--- config.mk ---
export PLATFORM = sky130hd
export DESIGN_NAME = float_div_seq_flat
export DESIGN_NICKNAME = d
export VERILOG_FILES = /design/src/rtl/float_pack.sv /design/src/rtl/float_div_seq_if.sv /design/src/rtl/mant_div_iter.sv /design/src/rtl/float_div_seq.sv /design/src/flat_wrapper.sv
export SDC_FILE = /design/constraint.sdc
export NUM_CORES = 1
export LEC_CHECK = 0
export ABC_AREA = 1
export CAP_MARGIN = 40
export CORE_MARGIN = 4
export CORE_UTILIZATION = 55
export DETAILED_ROUTE_END_ITERATION = 6
export PLACE_DENSITY = 0.78
export SLEW_MARGIN = 20
export SYNTH_ARGS = -nofsm -noshare
export SYNTH_HDL_FRONTEND = slang
export SYNTH_SLANG_ARGS = --single-unit
--- constraint.sdc ---
create_clock -name clk -period 12.16 [get_ports clk]
set_clock_uncertainty 0.15 [all_clocks]
set_input_delay 2.432 -clock clk [delete_from_list [all_inputs] [get_ports clk]]
set_output_delay 2.432 -clock clk [all_outputs]
set_load 0.03 [all_outputs]
--- src/rtl/float_pack.sv ---
// Shared float format, constants and helpers for the coprocessor arithmetic units.
// FLOAT_DIV_ROUND_EN selects one extra divider step that yields a guard bit.
package float_pack;

    localparam int Nm   = 23;
    localparam int Ne   = 8;
    localparam int De   = 2**(Ne-1) - 1;
    localparam int EMAX = 2**Ne - 2;

`ifdef FLOAT_DIV_ROUND_EN
    localparam int QW = Nm + 3;
`else
    localparam int QW = Nm + 2;
`endif

    typedef struct packed {
        logic          s;
        logic [Ne-1:0] e;
        logic [Nm-1:0] m;
    } float;

    typedef enum logic [2:0] {
        IDLE    = 3'd0,
        SPECIAL = 3'd1,
        DIV     = 3'd2,
        NORM    = 3'd3,
        DONE    = 3'd4
    } fdiv_state_t;

    function automatic float float_zero(input logic s);
        float f;
        f.s = s;
        f.e = '0;
        f.m = '0;
        return f;
    endfunction

    function automatic float float_sat(input logic s);
        float f;
        f.s = s;
        f.e = Ne'(EMAX);
        f.m = '1;
        return f;
    endfunction

endpackage

--- src/rtl/float_div_seq_if.sv ---
// start/done operation handshake between the coprocessor sequencer and the divider.
interface float_div_seq_if;
    logic             start;
    float_pack::float a;
    float_pack::float b;
    logic             ready;
    logic             done;
    float_pack::float result;
    logic             div_by_zero;

    modport master (output start, a, b, input ready, done, result, div_by_zero);
    modport slave  (input start, a, b, output ready, done, result, div_by_zero);
endinterface

--- src/rtl/mant_div_iter.sv ---
// Restoring mantissa divider: one quotient bit per clock, N steps after load.
module mant_div_iter #(
    parameter int W = 25,
    parameter int N = 25
) (
    input  logic         clk,
    input  logic         reset,
    input  logic         load,
    input  logic [W-1:0] rem_init,
    input  logic [W-1:0] div_init,
    output logic         busy,
    output logic [N-1:0] q
);
    localparam int CW = $clog2(N + 1);

    logic [W-1:0]  rem_q, rem_d, div_q, div_d, diff_s;
    logic [N-1:0]  q_q, q_d;
    logic [CW-1:0] cnt_q, cnt_d;
    logic          run_q, run_d, ge_s;

    // Next-state for the shift registers and step counter.
    always_comb begin
        rem_d  = rem_q;
        div_d  = div_q;
        q_d    = q_q;
        cnt_d  = cnt_q;
        run_d  = run_q;
        ge_s   = (rem_q >= div_q);
        diff_s = ge_s ? (rem_q - div_q) : rem_q;
        if (load) begin
            rem_d = rem_init;
            div_d = div_init;
            q_d   = '0;
            cnt_d = CW'(N - 1);
            run_d = 1'b1;
        end else if (run_q) begin
            // diff < div < 2**(W-1), so the shifted-out bit is always zero
            rem_d = {diff_s[W-2:0], 1'b0};
            q_d   = {q_q[N-2:0], ge_s};
            if (cnt_q == '0) begin
                run_d = 1'b0;
            end else begin
                cnt_d = cnt_q - CW'(1);
            end
        end else begin
            run_d = 1'b0;
        end
    end

    // Divider state registers.
    always_ff @(posedge clk or posedge reset) begin
        if (reset) begin
            rem_q <= '0;
            div_q <= '0;
            q_q   <= '0;
            cnt_q <= '0;
            run_q <= 1'b0;
        end else begin
            rem_q <= rem_d;
            div_q <= div_d;
            q_q   <= q_d;
            cnt_q <= cnt_d;
            run_q <= run_d;
        end
    end

    // busy drops during the final step so the caller leaves on the same edge.
    assign busy = run_q && (cnt_q != '0);
    assign q    = q_q;

endmodule

--- src/rtl/float_div_seq.sv ---
// Sequential float divider a / b behind the start/done handshake.
// Define FLOAT_DIV_ROUND_EN for round-half-up via a guard bit (one extra cycle).
module float_div_seq
    import float_pack::*;
(
    input  logic           clk,
    input  logic           reset,
    float_div_seq_if.slave bus
);
    fdiv_state_t   state_q, state_d;
    logic          sgn_q, sgn_d, dbz_q, dbz_d;
    logic [Ne-1:0] ea_q, ea_d, eb_q, eb_d;
    float          res_q, res_d, result_q, result_d, norm_res_s;
    logic          div_by_zero_q, div_by_zero_d, done_q, done_d, ready_q, ready_d;
    logic          load_s, busy_s;
    logic [QW-1:0] q_s;
    logic [Ne+1:0] ex_s;
    logic [Nm-1:0] mant_s;
`ifdef FLOAT_DIV_ROUND_EN
    logic          carry_s;
`endif

    mant_div_iter #(.W(Nm + 2), .N(QW)) u_iter (
        .clk      (clk),
        .reset    (reset),
        .load     (load_s),
        .rem_init ({2'b01, bus.a.m}),
        .div_init ({2'b01, bus.b.m}),
        .busy     (busy_s),
        .q        (q_s)
    );

    // Exponent arithmetic, normalisation and range clamping of the quotient.
    always_comb begin
        ex_s = {2'b00, ea_q} - {2'b00, eb_q} + (Ne+2)'(De);
`ifdef FLOAT_DIV_ROUND_EN
        if (q_s[Nm+2]) begin
            {carry_s, mant_s} = {1'b0, q_s[Nm+1:2]} + {{Nm{1'b0}}, q_s[1]};
        end else begin
            {carry_s, mant_s} = {1'b0, q_s[Nm:1]} + {{Nm{1'b0}}, q_s[0]};
            ex_s = ex_s - (Ne+2)'(1);
        end
        if (carry_s) begin
            ex_s = ex_s + (Ne+2)'(1);
        end else begin
            ex_s = ex_s;
        end
`else
        if (q_s[Nm+1]) begin
            mant_s = q_s[Nm:1];
        end else begin
            mant_s = q_s[Nm-1:0];
            ex_s   = ex_s - (Ne+2)'(1);
        end
`endif
        if (ex_s[Ne+1] || (ex_s == '0)) begin
            norm_res_s = float_zero(sgn_q);
        end else if (ex_s[Ne:0] > (Ne+1)'(EMAX)) begin
            norm_res_s = float_sat(sgn_q);
        end else begin
            norm_res_s = {sgn_q, ex_s[Ne-1:0], mant_s};
        end
    end

    // FSM next state and output register inputs.
    always_comb begin
        state_d       = state_q;
        sgn_d         = sgn_q;
        ea_d          = ea_q;
        eb_d          = eb_q;
        res_d         = res_q;
        dbz_d         = dbz_q;
        result_d      = result_q;
        div_by_zero_d = div_by_zero_q;
        done_d        = 1'b0;
        load_s        = 1'b0;
        case (state_q)
            IDLE: begin
                if (bus.start) begin
                    sgn_d = bus.a.s ^ bus.b.s;
                    ea_d  = bus.a.e;
                    eb_d  = bus.b.e;
                    if ((bus.a.e == '0) || (bus.b.e == '0)) begin
                        state_d = SPECIAL;
                    end else begin
                        state_d = DIV;
                        load_s  = 1'b1;
                    end
                end else begin
                    state_d = IDLE;
                end
            end
            SPECIAL: begin
                // Zero divisor wins, so 0/0 saturates with the flag set.
                if (eb_q == '0) begin
                    res_d = float_sat(sgn_q);
                    dbz_d = 1'b1;
                end else begin
                    res_d = float_zero(sgn_q);
                    dbz_d = 1'b0;
                end
                state_d = DONE;
            end
            DIV: begin
                if (!busy_s) begin
                    state_d = NORM;
                end else begin
                    state_d = DIV;
                end
            end
            NORM: begin
                res_d   = norm_res_s;
                dbz_d   = 1'b0;
                state_d = DONE;
            end
            DONE: begin
                result_d      = res_q;
                div_by_zero_d = dbz_q;
                done_d        = 1'b1;
                state_d       = IDLE;
            end
            default: begin
                state_d = IDLE;
            end
        endcase
        ready_d = (state_d == IDLE);
    end

    // State, operand and output registers.
    always_ff @(posedge clk or posedge reset) begin
        if (reset) begin
            state_q       <= IDLE;
            sgn_q         <= 1'b0;
            ea_q          <= '0;
            eb_q          <= '0;
            res_q         <= '0;
            dbz_q         <= 1'b0;
            result_q      <= '0;
            div_by_zero_q <= 1'b0;
            done_q        <= 1'b0;
            ready_q       <= 1'b1;
        end else begin
            state_q       <= state_d;
            sgn_q         <= sgn_d;
            ea_q          <= ea_d;
            eb_q          <= eb_d;
            res_q         <= res_d;
            dbz_q         <= dbz_d;
            result_q      <= result_d;
            div_by_zero_q <= div_by_zero_d;
            done_q        <= done_d;
            ready_q       <= ready_d;
        end
    end

    assign bus.ready       = ready_q;
    assign bus.done        = done_q;
    assign bus.result      = result_q;
    assign bus.div_by_zero = div_by_zero_q;

endmodule

--- src/flat_wrapper.sv ---
// flat-port wrapper written by rule: the top's interface ports become plain ports
module float_div_seq_flat import float_pack::*;
  (clk, reset, bus_start, bus_a, bus_b, bus_ready, bus_done, bus_result, bus_div_by_zero);
  float_div_seq_if bus_i ();
  input  logic clk;
  input  logic reset;
  input wire logic [$bits(bus_i.start)-1:0] bus_start;
  input wire logic [$bits(bus_i.a)-1:0] bus_a;
  input wire logic [$bits(bus_i.b)-1:0] bus_b;
  output wire logic [$bits(bus_i.ready)-1:0] bus_ready;
  output wire logic [$bits(bus_i.done)-1:0] bus_done;
  output wire logic [$bits(bus_i.result)-1:0] bus_result;
  output wire logic [$bits(bus_i.div_by_zero)-1:0] bus_div_by_zero;
  assign bus_i.start = bus_start;
  assign bus_i.a = bus_a;
  assign bus_i.b = bus_b;
  assign bus_ready = bus_i.ready;
  assign bus_done = bus_i.done;
  assign bus_result = bus_i.result;
  assign bus_div_by_zero = bus_i.div_by_zero;
  float_div_seq u_core (.clk(clk), .reset(reset), .bus(bus_i));
endmodule
==> qor.yml, run 1 <==
place:
  io_buffers: 101
  hpwl_mm: 15.45
  gp_congestion: 0.8948
global_routing:
  grt_max_degree: 79
  grt_pass1_wl_mm: 37.07
  grt_pass1_vias: 8041
  overflow: 0
  antenna_found_initial: 0
  grtUsageTotal: 0.2238
sta:
  rsz0062_at_grt: "false"
  timing.setup.tns_ns: 0
  setup_viol: 0
  fin_crit_sh: 0.4701
  drv_slew: 0
  worst_slew_pin_slew_ns: 0.8139
  relSlewSlack: 0.4524
  period_needed_ns: 5.717
  fmax_mhz: 174.9
  hold_viol: 0
worst_setup_path:
  cp_slowest_stage_delay_ns: 0.61
  critPathTopFamily: "buffers and inverters"
  slowest_stage: "inv_1"
  critPathBufInv: 3
  worstSetupPathType: "input port to register"
  worstPathRequired_ns: 12.31
  cp.arrival_ns: 5.87
  startpoint_type: "input port"
  worst_setup_path_end_kind: "register"
  worstPathCellList: "clkdlybuf4s50_1 -> nand3_1 -> inv_1 -> nand2_1 -> nand2_1 -> inv_1 -> a22o_1 -> o21bai_1"
  worst-path-max-fanout: 25
detailed_routing:
  vias: 8357
  drtIter0Drc: 456
  routedWlPerCell_um: 13.67
  drc: 0
  routed_via_density: 5.306
  dr.pass1.iters: 5
  wl_mm: 21.53
  ant_nets: 0
min_path:
  hp-class: "register to register"
clock_network:
  cts.path.max_buffers: 2
  ctsResizeCount: 0
  htree_levels: 4
  worstSkewPairLatency_ns: 0.43
  cts_tree: "built"
  cts_setup_buffers: 0
  cts_inserted_buffers: 17
  cts.sink_count: 168
  hold_buffers: 0
  cts-root-buf: "clkbuf_16"
  clk_pin_slew_ns: 0.07
logic_synthesis:
  synth_mux_area_frac: 0
  synth_top_family_by_area: "simple AND/OR/NAND/NOR gates"
  netlist_area_mm2: 0.009708
  ys.flop_type: "dfrtp_1"
  ys_types: 46
  ys_ff_latch: 168
  synth_top_area_cell: "dfrtp_1"
  ys_warn_count: 0
  synth_xor_area_frac: 0.01443
  synthAdderAreaFrac: 0.04923
  syn_inst: 1257
  synth_most_common_cell: "nand2_1"
  yosysSeqAreaShare: 0.4332
  synthSimpleGateAreaFrac: 0.2877
  synth_common_cells: "384 x nand2_1, 167 x dfrtp_1, 151 x inv_1"
  synth_compound_area_frac: 0.1311
  ys_top_cells_by_area: "dfrtp_1 43%, nand2_1 15%, inv_1 5.8%, o21ai_0 4.9%, ha_1 4.5%"
  syn-num-nets: 1361
  synth_top_area_frac: 0.4305
  synth_edf_count: 0
  syn_avg_cell_area_um2: 7.723
  synth_async_sr_flop_share: 1.000
floorplan:
  core_mm2: 0.01730
  ios: 102
  initial_core_util: 0.5613
  die_h_um: 140.9
  die_w_um: 140.9
  rows: 48
  dieArea_mm2: 0.01984
final_layout:
  antenna-diode-count: 0
  drive_gt1_frac: 0.08593
  syn2layout_area_growth_pct: 18.62
  nets: 1442
run_status:
  status: "finished, final reports clean"
job:
  maxCapViolCount: 0
## metal layers
metal / track usage / wire (um)
met1: 0.3078 / 9806
met2: 0.3692 / 10330
met3: 0.04104 / 1059
met4: 0.05558 / 334
met5: 0 / 0
## layout by cell type (no fill, tap or decap), types with 15 or more instances in the layout
master	n
nand2_1	384
dfrtp_1	167
inv_1	150
clkdlybuf4s50_1	101
o21ai_0	95
nand3_1	81
nor2_1	62
a21oi_1	41
ha_1	35
o22ai_1	27
nand3_2	19
clkbuf_16	17
nand2_2	15
o21bai_1	15
## through the flow
step                setup WS [ns]  utilization  cell area (um^2)  hold WS [ns]  std cells
finish                      6.443       0.6658             11520        0.3093       1575
floorplan                   5.033            -              9708        0.2759       1257
global route                6.090       0.6658             11520        0.3249       1575
CTS                         6.533       0.6642             11490        0.3090       1574
detailed placement          6.090       0.6292             10880        0.2940       1543
global placement            5.726       0.6263             10830        0.2941       1540
## cells by family after synthesis
kind of cell,after synthesis
AND/OR/NAND/NOR,612
AO/OA/AOI/OAI,216
buffers and inverters,208
flip-flops,168
adder cells (fa/ha/maj),37
XOR/XNOR,16
## tightest hold or removal path, delay by kind of cell (launching register included)
kind,cells,cell delay (ns)
AND/OR/NAND/NOR,1,0.06
flip-flops,1,0.32
buffers and inverters,1,0.05
## path summary, 6_finish.rpt
check	from	to	slack (ns)	depth (start not counted)
setup / recovery	bus_start	u_core.u_iter.rem_q[9]	6.44	8
hold / removal	u_core.u_iter.div_q[23]	u_core.u_iter.div_q[23]	0.31	2
setup reg to reg	u_core.state_q[1]	u_core.u_iter.rem_q[9]	8.25	8
hold reg to reg	u_core.u_iter.div_q[23]	u_core.u_iter.div_q[23]	0.31	2
max in group asynchronous	reset	u_core.res_q[6]	8.21	4
min in group asynchronous	reset	u_core.u_iter.div_q[19]	2.34	2
## sequential cells by signal, summed over array words and instances (netlist names)
signal / flops
u_core.u_iter.rem_q: 25
u_core.u_iter.run_q: 1
u_core.bus.done: 1
u_core.state_q: 3
u_core.dbz_q: 1
u_core.u_iter.cnt_q: 5
u_core.bus.ready: 1
u_core.u_iter.div_q: 24
u_core.ea_q: 8
u_core.bus.result: 32
u_core.eb_q: 8
u_core.u_iter.q: 25
u_core.res_q: 32
u_core.sgn_q: 1
u_core.bus.div_by_zero: 1
## area by class of cell
class	instances	area, um^2
Inverter	159	601.8
Timing Repair Buffer	111	1134
Sequential cell	168	4205
Multi-Input combinational cell	881	4688
Clock buffer	18	439.2
Fill cell	1498	5781
Tap cell	225	281.5
Clock inverter	13	166.4
Power of run 1 is left out: the tool's default activity adds up to more than one toggle a clock period on the data nets, which glitch-free logic cannot reach.
==> run 2, diff against run 1 <==
Clock period 12.16 ns to 5.4 ns, I/O delays scaled along.
==> qor.yml, run 2 (synthesized netlist as in run 1, its figures left out) <==
final_layout:
  syn2layout_area_growth_pct: 18.04
  antenna-diode-count: 0  # unchanged
  multi_input_area_mm2: 0.004688  # unchanged
  final_core_util: 0.6625  # -0.003256
  instances_no_fill: 1576  # +0.063%
  nFillCells: 1512  # +0.93%
  layout_commonest_cell: "nand2_1"
  final_cell_mix: "384 x nand2_1, 167 x dfrtp_1, 150 x inv_1, 101 x clkdlybuf4s50_1, 95 x o21ai_0"
  seq_area_mm2: 0.004205  # unchanged
  nets: 1442  # unchanged
  drive_gt1_frac: 0.08586  # about the same
floorplan:
  rows: 48  # unchanged
  initial_core_util: 0.5613  # unchanged
  die_h_um: 140.9  # unchanged
  ios: 102  # unchanged
  core_mm2: 0.01730  # unchanged
  die_w_um: 140.9  # unchanged
  dieArea_mm2: 0.01984  # unchanged
sta:
  worst_slew_pin_slew_ns: 0.9324  # +0.1185 ns
  timing.setup.tns_ns: 0  # unchanged
  drv_slew: 0  # unchanged
  fin_crit_sh: 0.7809
  relSlewSlack: 0.3784  # -0.07403
  period_needed_ns: 4.217
  setup_viol: 0  # unchanged
  hold_viol: 0  # unchanged
  fmax_mhz: 237.1
  rsz0062_at_grt: "false"
clock_network:
  cts_tree: "built"
  cts.path.max_buffers: 2  # unchanged
  htree_levels: 4  # unchanged
  worstSkewPairLatency_ns: 0.43  # about the same
  clk_pin_slew_ns: 0.07  # about the same
  hold_buffers: 0  # unchanged
  cts.sink_count: 168  # unchanged
  ctsResizeCount: 0  # unchanged
  cts_setup_buffers: 0  # unchanged
  cts_inserted_buffers: 17  # unchanged
  cts-root-buf: "clkbuf_16"
place:
  io_buffers: 101  # unchanged
  gp_congestion: 0.8596  # -3.9%
  dp_cells: 1543  # unchanged
  hpwl_mm: 14.91  # -3.5%
worst_setup_path:
  worstPathRequired_ns: 5.56  # -6.75 ns
  startpoint_type: "input port"
  worst-path-max-fanout: 25  # unchanged
  cp.arrival_ns: 4.37  # -1.50 ns
  worstSetupPathType: "input port to register"
  worst_setup_path_end_kind: "register"
run_status:
  status: "finished, final reports clean"
min_path:
  hp-class: "register to register"
detailed_routing:
  drtIter0Drc: 535  # +17%
  drc: 0  # unchanged
  dr.pass1.iters: 5  # unchanged
  ant_nets: 0  # unchanged
  routedWlPerCell_um: 13.16  # -3.8%
  wl_mm: 20.74  # -3.7%
  routed_via_density: 5.223  # -1.6%
  vias: 8232  # -1.5%
global_routing:
  grt_max_degree: 169  # +110%
  overflow: 0  # unchanged
  grtUsageTotal: 0.2146  # -0.009186
  grt_pass1_wl_mm: 35.71  # -3.7%
  grt_pass1_vias: 7775  # -3.3%
  antenna_found_initial: 0  # unchanged
job:
  maxCapViolCount: 0  # unchanged
## run 2: cell count changes in the layout (fill, tap and decap cells not counted), sizes merged
cell / previous run / this run
clkinvlp: 3 / 5
bufinv: 3 / 0
clkbuf: 18 / 21
inv: 162 / 161
## run 2: worst paths after layout
path	from	to	slack, ns	depth (start not counted)
min	u_core.u_iter.div_q[23]	u_core.u_iter.div_q[23]	0.31	2
min in group asynchronous	reset	u_core.dbz_q	1.06	3
min reg2reg	u_core.u_iter.div_q[23]	u_core.u_iter.div_q[23]	0.31	2
max	bus_start	u_core.u_iter.rem_q[18]	1.18	8
max in group asynchronous	reset	u_core.ea_q[4]	3.29	3
max reg2reg	u_core.state_q[1]	u_core.u_iter.rem_q[18]	1.64	8
## run 2: final cells by class
class                           instances  area share
Multi-Input combinational cell        881      0.4091
Clock buffer                           21     0.04105
Inverter                              159     0.05241
Tap cell                              225     0.02457
Sequential cell                       168      0.3670
Clock inverter                         11    0.007643
Timing Repair Buffer                  111     0.09826
## run 2: per-stage QoR
stage / hold WS [ns] / worst slack, ns / instance area, um^2
6_report: 0.3131 / 1.183 / 11460
5_1_grt: 0.3319 / 0.8438 / 11460
4_1_cts: 0.3136 / 1.227 / 11430
3_5_place_dp: 0.2976 / 0.7562 / 10870
3_3_place_gp: 0.2898 / 0.9061 / 10860
2_1_floorplan: 0.2759 / 2.030 / 9712
## run 2: routing by layer
metal,track usage,share of wire,vias up
li1,-,-,4227
met1,0.3020,0.48,3785
met2,0.3468,0.47,196
met3,0.03290,0.038,24
met4,0.06323,0.014,0
met5,0,0,-
## run 2: critical path, cell delays in order
cell and delay [ns]:
clkdlybuf4s50_1 0.45, nand3_1 0.36, inv_1 0.63, nand2_1 0.45
nand2_1 0.62, clkinv_1 0.46, o211ai_1 0.22, nand3_1 0.09
Power of run 2 is left out for the same reason.
==> run 3, diff against run 2 <==
Settings changed: CORE_UTILIZATION 55 to 52, PLACE_DENSITY 0.78 to 0.77.
Clock period 5.4 ns to 3.39 ns, I/O delays scaled along.
==> qor.yml, run 3 (synthesized netlist as in run 1, its figures left out) <==
run_status:
  status: "finished, final reports clean"
clock_network:
  htree_levels: 4  # unchanged
  cts.sink_count: 168  # unchanged
  cts_inserted_buffers: 17  # unchanged
  cts-root-buf: "clkbuf_16"
  hold_buffers: 0  # unchanged
  worstSkewPairLatency_ns: 0.43  # about the same
  cts_tree: "built"
  clk_pin_slew_ns: 0.06  # about the same
  cts.path.max_buffers: 2  # unchanged
detailed_routing:
  ant_nets: 0  # unchanged
  wl_mm: 21.60  # +4.1%
  drtIter0Drc: 578  # +8.0%
  vias: 8287  # +0.67%
  routedWlPerCell_um: 13.54  # +2.9%
  dr.pass1.iters: 5  # unchanged
  drc: 0  # unchanged
  routed_via_density: 5.196  # -0.53%
sta:
  fmax_mhz: 313.2
  worst_slew_pin_slew_ns: 0.7239  # -0.2086 ns
  relSlewSlack: 0.5174  # +0.1390
  drv_slew: 0  # unchanged
  timing.setup.tns_ns: 0  # unchanged
  rsz0062_at_grt: "false"
  setup_viol: 0  # unchanged
  period_needed_ns: 3.192
  hold_viol: 0  # unchanged
  fin_crit_sh: 0.9417
  finalWorstSetupSlack_ns: 0.1976  # -0.9855 ns
worst_setup_path:
  slowest_stage: "fa_1"
  worst_setup_path_end_kind: "register"
  worstPathCellList: "ha_1 -> inv_1 -> fa_1 -> inv_2 -> ha_4 -> inv_1 -> nor2_4 -> nand3_2 -> nor2_4 -> nand2_1 -> nand2_1 -> nand2_2 -> inv_2 -> nand3_2 -> o21ai_2 -> nor2_2 -> buf_4 -> and2_4 -> nand2_4 -> nand3_2"
  critPathBufInv: 5  # +2
  r2r-start: "u_core.eb_q[0]"
  cp.arrival_ns: 3.34  # -1.03 ns
  cp_slowest_stage_delay_ns: 0.43  # -0.20 ns
  worstSetupPathType: "register to register"
  startpoint: "u_core.eb_q[0]"
  critPathTopFamily: "simple AND/OR/NAND/NOR gates"
  worst-path-max-fanout: 9  # -64%
  crit_path_frequent_cell: "nand3_2"
  reg2reg_slack_ns: 0.20  # -1.44 ns
  worstPathRequired_ns: 3.54  # -2.02 ns
  startpoint_type: "register"
global_routing:
  antenna_found_initial: 0  # unchanged
  grt_pass1_wl_mm: 36.41  # +2.0%
  overflow: 0  # unchanged
  grtUsageTotal: 0.2123  # -0.002307
  grt_max_degree: 138  # -18%
  grt_pass1_vias: 7804  # +0.37%
min_path:
  hp-class: "register to register"
  hp-start: "u_core.res_q[20]"
place:
  pre_cts_slack_ns: 0.1433  # -0.6128 ns
  hpwl_mm: 15.55  # +4.3%
  dp_cells: 1561  # +1.2%
  io_buffers: 101  # unchanged
  gp_congestion: 0.8996  # +4.7%
floorplan:
  die_w_um: 144.6  # +2.7%
  dieArea_mm2: 0.02092  # +5.4%
  initial_core_util: 0.5350  # -0.02631
  rows: 49  # +2.1%
  ios: 102  # unchanged
  core_mm2: 0.01815  # +4.9%
  die_h_um: 144.6  # +2.7%
final_layout:
  syn2layout_area_growth_pct: 19.16
  nets: 1458  # +1.1%
  nFillCells: 1564  # +3.4%
  instances_no_fill: 1595  # +1.2%
  drive_gt1_frac: 0.09590  # +0.01004
  final_cell_mix: "384 x nand2_1, 167 x dfrtp_1, 148 x inv_1, 101 x clkdlybuf4s50_1, 95 x o21ai_0"
  layout_commonest_cell: "nand2_1"
  antenna-diode-count: 0  # unchanged
job:
  maxCapViolCount: 0  # unchanged
-- run 3: cell count changes in the layout (fill, tap and decap cells not counted), sizes merged --
cell	delta
buf	+15
inv	-5
clkinv	+4
and2	+1
-- run 3: what timing repair did --
action                                 4_1_cts  5_1_grt
buffers inserted                             0        1
setup endpoints to repair                    0       23
gates resized for setup                      0        7
endpoints found under the hold margin        0        0
-- run 3: layout make-up --
cell class,count,area [um^2],share of cell area
multi-input cells,882,4713,0.4074
flip-flops and latches,168,4205,0.3635
repair buffers,126,1235,0.1067
inverters,159,603.1,0.05213
clock buffers,21,450.4,0.03894
well taps,229,286.5,0.02477
clock inverters,10,75.07,0.006489
-- run 3: path summary, 6_finish.rpt --
| kind | to | cells after the start |
|---|---|---|
| worst max register to register | u_core.res_q[18] | 20 |
| min in group asynchronous | u_core.bus.result[8] | 3 |
| worst min register to register | u_core.bus.result[20] | 2 |
| worst max-delay path | u_core.res_q[18] | 20 |
| max in group asynchronous | u_core.u_iter.rem_q[15] | 3 |
| worst min-delay path | u_core.bus.result[20] | 2 |
-- run 3: metrics by stage --
step | hold WS [ns] | area [um^2] | utilization
after floorplan | 0.2759 | 9712 | -
after global placement | 0.2915 | 10980 | 0.6049
after detailed placement | 0.3023 | 10990 | 0.6057
after CTS | 0.3195 | 11520 | 0.6347
after global routing | 0.3295 | 11570 | 0.6375
final | 0.3167 | 11570 | 0.6375
-- run 3: metal layers --
| metal | routed length (um) | GRT usage | vias up |
|---|---|---|---|
| met5 | 0 | 0 | - |
| li1 | - | - | 4256 |
| met3 | 844 | 0.03505 | 19 |
| met4 | 257 | 0.05400 | 0 |
| met2 | 10170 | 0.3472 | 170 |
| met1 | 10330 | 0.2961 | 3842 |
-- run 3: tightest hold or removal path, stage by stage, from the launching register on --
cell and delay (ns):
dfrtp_1 0.34, nand2_1 0.05, nand2_1 0.05
Power of run 3 is left out for the same reason.
